<file path="src/rtl/square_pkg.sv">
// Shared types and defaults for the sequential squarer.
// Latency: n/a (declarations only).
// Backpressure: n/a.
package square_pkg;

  typedef enum logic [1:0] {IDLE, CALC, DONE} sq_state_t;

  localparam int SQ_WIDTH_DEFAULT = 32;

endpackage

</file>
<file path="src/rtl/square_step.sv">
// One shift-add multiply iteration, purely combinational.
// Latency: 0 cycles (combinational).
// Backpressure: none; the owning FSM decides when to register the outputs.
//
// Ports:
//   acc, mcand, mplier                 current accumulator / multiplicand / multiplier
//   next_acc, next_mcand, next_mplier  values after one iteration
module square_step
  import square_pkg::*;
#(
  parameter int WIDTH = SQ_WIDTH_DEFAULT
) (
  input  logic [2*WIDTH-1:0] acc,
  input  logic [2*WIDTH-1:0] mcand,
  input  logic [WIDTH-1:0]   mplier,
  output logic [2*WIDTH-1:0] next_acc,
  output logic [2*WIDTH-1:0] next_mcand,
  output logic [WIDTH-1:0]   next_mplier
);

  // acc never overflows: the largest square (2^WIDTH-1)^2 fits in 2*WIDTH bits.
  assign next_acc    = mplier[0] ? (acc + mcand) : acc;
  assign next_mcand  = mcand << 1;
  assign next_mplier = mplier >> 1;

endmodule

</file>
<file path="src/rtl/square_seq.sv">
// Sequential integer squarer: result = x*x using one shift-add iteration per clock.
// Latency: WIDTH cycles accept-to-out_valid (bit-length of x, min 1, with SQUARE_EARLY_EXIT_EN).
// Backpressure: one op in flight; in_ready low until the result is taken, result held while out_ready low.
//
// Ports:
//   clk, rst              clock, synchronous active-high reset
//   in_valid/in_ready/x   operand handshake (accepted only in IDLE)
//   out_valid/out_ready   result handshake (offered only in DONE)
//   result                2*WIDTH-bit square, registered
//   busy                  high while an operation is in CALC or DONE
// Build option: define SQUARE_EARLY_EXIT_EN to leave CALC once the multiplier runs out of set bits.
module square_seq
  import square_pkg::*;
#(
  parameter int WIDTH = SQ_WIDTH_DEFAULT
) (
  input  logic               clk,
  input  logic               rst,
  input  logic               in_valid,
  output logic               in_ready,
  input  logic [WIDTH-1:0]   x,
  output logic               out_valid,
  input  logic               out_ready,
  output logic [2*WIDTH-1:0] result,
  output logic               busy
);

  localparam int CW = $clog2(WIDTH) + 1;

  sq_state_t state, state_nxt;

  logic [2*WIDTH-1:0] acc;
  logic [2*WIDTH-1:0] mcand;
  logic [WIDTH-1:0]   mplier;
  logic [CW-1:0]      count;

  logic [2*WIDTH-1:0] step_acc;
  logic [2*WIDTH-1:0] step_mcand;
  logic [WIDTH-1:0]   step_mplier;
  logic               last_iter;
  logic               calc_exit;

  square_step #(.WIDTH(WIDTH)) u_step (
    .acc        (acc),
    .mcand      (mcand),
    .mplier     (mplier),
    .next_acc   (step_acc),
    .next_mcand (step_mcand),
    .next_mplier(step_mplier)
  );

  // count holds the number of iterations already done, so the WIDTH-th
  // iteration is the one executed while count == WIDTH-1.
  assign last_iter = (count == CW'(WIDTH - 1));

`ifdef SQUARE_EARLY_EXIT_EN
  // Once the shifted multiplier is zero no further additions can happen,
  // so acc already holds the final square.
  assign calc_exit = last_iter || (step_mplier == '0);
`else
  assign calc_exit = last_iter;
`endif

  always_ff @(posedge clk) begin
    if (rst) begin
      state <= IDLE;
    end else begin
      state <= state_nxt;
    end
  end

  always_comb begin
    state_nxt = state;
    case (state)
      IDLE:    if (in_valid) state_nxt = CALC;
      CALC:    if (calc_exit) state_nxt = DONE;
      DONE:    if (out_ready) state_nxt = IDLE;
      default: state_nxt = IDLE;
    endcase
  end

  // Datapath registers. acc doubles as the result register: it is only
  // written on accept (cleared) and during CALC, so it stays stable in DONE.
  always_ff @(posedge clk) begin
    if (rst) begin
      acc    <= '0;
      mcand  <= '0;
      mplier <= '0;
      count  <= '0;
    end else begin
      case (state)
        IDLE: begin
          if (in_valid) begin
            acc    <= '0;
            mcand  <= {{WIDTH{1'b0}}, x};
            mplier <= x;
            count  <= '0;
          end
        end
        CALC: begin
          acc    <= step_acc;
          mcand  <= step_mcand;
          mplier <= step_mplier;
          count  <= count + CW'(1);
        end
        default: ;
      endcase
    end
  end

  // All outputs decode from registered state only.
  assign in_ready  = (state == IDLE);
  assign out_valid = (state == DONE);
  assign busy      = (state != IDLE);
  assign result    = acc;

endmodule

</file>
<file path="config.mk">
export PLATFORM = sky130hd
export DESIGN_NAME = square_seq
export DESIGN_NICKNAME = d
export VERILOG_FILES = /design/src/rtl/square_pkg.sv /design/src/rtl/square_step.sv /design/src/rtl/square_seq.sv
export SDC_FILE = /design/constraint.sdc
export NUM_CORES = 1
export LEC_CHECK = 0
export CORE_MARGIN = 1
export CORE_UTILIZATION = 45
export DETAILED_ROUTE_END_ITERATION = 10
export PLACE_DENSITY = 0.73
export SETUP_SLACK_MARGIN = 0.15
export SYNTH_ARGS = -nofsm -noshare
export SYNTH_HDL_FRONTEND = slang
export SYNTH_SLANG_ARGS = --single-unit
</file>
<file path="constraint.sdc">
create_clock -name clk -period 6.18 [get_ports clk]
set_input_delay 0.618 -clock clk [delete_from_list [all_inputs] [get_ports clk]]
set_output_delay 0.618 -clock clk [all_outputs]
set_load 0.005 [all_outputs]
</file>
==> qor.csv <==
stage;metric;value;unit
layout;register area;3360;µm²
global_routing;first-pass GRT wire length;43600;µm
timing;setup TNS;0;ns
die;Top Ports;103;
power_and_ir_drop;Comb power frac;9.9;%
clock_network;CTS Buf Count;17;
layout;layout overhead on the synthesized area;17.6;%
timing;max_slew headroom;29.2;%
yosys;main combinational cell family by area after synthesis;compound AO/OA/AOI/OAI gates;
critical_path;crit-path most repeated cell;o21ai_0;
clock_network;Longest Clk Path Bufs;2;
power_and_ir_drop;PD cells;220;nW/µm²
power_and_ir_drop;Leak Pwr;0.00445;µW
place;Final HPWL DP;18800;µm
die;Rows;53;
routing;total number of vias;9347;
clock_network;CTS Hold Bufs;0;
clock_network;PostCTS Resize Cnt;0;
place;Buffers on Ports;102;
yosys;mux contribution to synthesized area;0.203;%
power_and_ir_drop;sequential fraction of design power;45.2;%
routing;remaining antenna violation count;0;
hold_path;Hold Crit Class;reg -> reg;
die;core area;21300;µm²
critical_path;crit path kind;reg -> reg;
routing;Starting DRT DRC Count;527;
layout;Multi-input gate area;6140;µm²
critical_path;reg2reg end;result[36]$_SDFFE_PP0P_;
yosys;XOR/XNOR Fraction of Synth Area;4.79;%
layout;Design Area, Final;11600;µm²
layout;utilization after layout;54.5;%
critical_path;Reg2Reg Setup Slack;2.84;ns
yosys;Synth Area in Simple Gates;21.7;%
yosys;compound-gate portion of the synthesized area;27.0;%
global_routing;pin count of the biggest net entering global routing;95;
clock_network;CTS tree;built;
layout;nets;1419;
place;placer congestion estimate;0.893;
timing;worst-case hold slack;0.478;ns
yosys;most common cell in the netlist;nand2_1;
timing;Max Slew Vio Count;0;
routing;WL/cell;16.6;µm
power_and_ir_drop;Sw Pwr;675;µW
global_routing;initial antenna violation count;0;
routing;final WL;26700;µm
timing;Final Cycle Share;54.0;%
timing;Achievable Freq;299;MHz
timing;clock skew;0.0133;ns
critical_path;CP max stage cell;o21ai_0;
timing;final worst slack;2.84;ns
power_and_ir_drop;switching share of power;26.5;%
yosys;Synthesized Nets;1370;
yosys;top post-synthesis cells by area;dfxtp_1, nand2_1, ha_1, a21oi_1, nor2_1;
outcome;status;finished clean;
yosys;Top FF cell, synth;dfxtp_1;
place;Post-Place Setup Slack;2.91;ns
yosys;Synth cell types;80;
critical_path;Worst Path Arrival;3.70;ns
routing;drt pass-1 iters;5;
yosys;synthesis-stage register bit count;168;
hold_path;hold path startpoint;mcand[33]$_SDFFE_PP0P_;
yosys;Post-synth EDFFs;0;
timing;Slew @ Worst Pin;1.06;ns
critical_path;reg-to-reg critical path startpoint;mcand[0]$_SDFFE_PP0P_;
critical_path;R2R depth;12;
yosys;mapped cell area;9870;µm²
yosys;cell accounting for the most synthesized area;dfxtp_1;
die;Chip Width;150;µm
layout;fraction of layout cells with a size suffix above 1;5.56;%
global_routing;vias in the first global route;8657;
die;die height;150;µm
clock_network;Clock Root Buffer;clkbuf_16;
power_and_ir_drop;Internal;1880;µW
die;Initial Util;46.4;%
job;Max Cap Violations;0;
place;placed inst area;11000;µm²
yosys;syn_area_per_cell;7.78;µm²
yosys;Synth Instances;1269;
hold_path;Hold Path Depth;2;
clock_network;Worst-Skew Late Latency;0.44;ns
yosys;YS warnings;0;
layout;antenna fix cells;0;
power_and_ir_drop;clock share of power;45.0;%
yosys;register area share after synthesis;34.1;%
clock_network;clk slew on worst S/H paths;0.07;ns
global_routing;total grt overflow;0;
hold_path;WHS Endpoint;mcand[34]$_SDFFE_PP0P_;
yosys;Yosys top cell area share;34.1;%
timing;final hold vios;0;
clock_network;Clock Sink Count;168;
yosys;Post-synth top cells;nand2_1, dfxtp_1, nor2_1;
timing;RSZ-0062 raised after global routing;no;
clock_network;H-tree level count;4;
global_routing;overall routing resource usage;24.2;%
die;die area;22500;µm²
critical_path;max incr delay on CP;0.52;ns
yosys;Synth Area in Adders;8.31;%
critical_path;crit end category;flop;
timing;post-route minimum period;3.34;ns
timing;Final setup violation count;0;
critical_path;critical path required time;6.54;ns
yosys;asr flop ratio synth;0;%
routing;post-DR vias/cell;5.82;
power_and_ir_drop;maximum VDD drop;144;µV
critical_path;CP startpoint kind;flop;
critical_path;Crit Path Max Fanout;4;
clock_network;Post-CTS Setup Bufs;0;
layout;filler instances;1988;
critical_path;worst path cell trace;ha_1 > inv_1 > fa_1 > nor2b_1 > o31a_1 > o2111ai_1 > a21oi_1 > a211oi_2 > o21ai_0 > a21boi_0 > xor2_1 > o21ai_0;
routing;drt drc;0;
==> power by group through the flow <==
stage | Sequential (µW) | Combinational (µW) | Clock (µW)
5_1_grt | 1160 | 280 | 1210
3_5_place_dp | 1180 | 251 | 0
6_report | 1150 | 252 | 1150
4_1_cts | 1150 | 253 | 1160
3_3_place_gp | 1170 | 249 | 0
2_1_floorplan | 1170 | 178 | 0
==> layout by cell type, fill, tap and decap left out, types with 18 or more instances in the layout <==
master           netlist  routed
clkdlybuf4s50_1        0     101
nand3_1               44      44
ha_1                  64      64
a21o_1                35      35
xor2_1                18      18
o21ai_0               65      65
dfxtp_1              168     168
a21oi_1              119     119
xnor2_1               36      36
a22oi_1               25      25
nand4_1               21      21
nor2_1               147     146
a311oi_1              60      60
nand2_1              219     218
==> sequential cells by signal (all words and copies together) (netlist names) <==
register and count:
mcand 64, result 64, mplier 32, count 6, state 2
==> worst max path at each step <==
stage / start / endpoint / slack [ns] / depth (start not counted)
5_1_grt: result[0]$_SDFFE_PP0P_ / result[36]$_SDFFE_PP0P_ / 2.58 / 12
6_report: mcand[0]$_SDFFE_PP0P_ / result[36]$_SDFFE_PP0P_ / 2.84 / 12
4_1_cts: result[8]$_SDFFE_PP0P_ / result[58]$_SDFFE_PP0P_ / 2.86 / 11
3_5_place_dp: result[6]$_SDFFE_PP0P_ / result[58]$_SDFFE_PP0P_ / 2.91 / 11
3_3_place_gp: result[6]$_SDFFE_PP0P_ / result[58]$_SDFFE_PP0P_ / 2.94 / 11
2_1_floorplan: result[6]$_SDFFE_PP0P_ / result[63]$_SDFFE_PP0P_ / 3.32 / 11
==> cell families after synthesis <==
kind of cell / count (synthesis)
adders and majority gates: 65
AOI/OAI and AO/OA: 392
muxes: 2
xor gates and xnor gates: 54
buffers and inverters: 93
and+or+nand+nor: 495
DFF: 168
==> critical path, delay by kind of cell, from the launching register on <==
| family | cells | cell delay [ns] |
|---|---|---|
| flops | 1 | 0.37 |
| xor+xnor | 1 | 0.19 |
| fa+ha+maj | 2 | 0.58 |
| simple gates | 1 | 0.21 |
| buf+inv | 1 | 0.06 |
| compound gates | 7 | 1.84 |
==> layer usage <==
| metal | track usage (%) | part of all wire (%) | vias to the layer above |
|---|---|---|---|
| met3 | 4.52 | 3.7 | 29 |
| met5 | 0 | 0 | - |
| met2 | 39.4 | 47 | 187 |
| li1 | - | - | 4683 |
| met1 | 32.6 | 48 | 4448 |
| met4 | 6.52 | 1.4 | 0 |
==> final cells by class <==
type / count / area share [%]
Clock inverter: 14 / 1.63
Multi-Input combinational cell: 1008 / 52.9
Tap cell: 275 / 2.96
Timing Repair Buffer: 111 / 9.35
Sequential cell: 168 / 29.0
Inverter: 12 / 0.388
Clock buffer: 18 / 3.78
==> through the flow <==
| stage | cells | power (µW) |
|---|---|---|
| final | 1606 | 2550 |
| after global placement | 1574 | 1420 |
| after floorplan | 1269 | 1340 |
| after CTS | 1606 | 2560 |
| after global routing | 1606 | 2640 |
| after detailed placement | 1574 | 1430 |
Note: power is estimated with default switching activity, not from simulation.
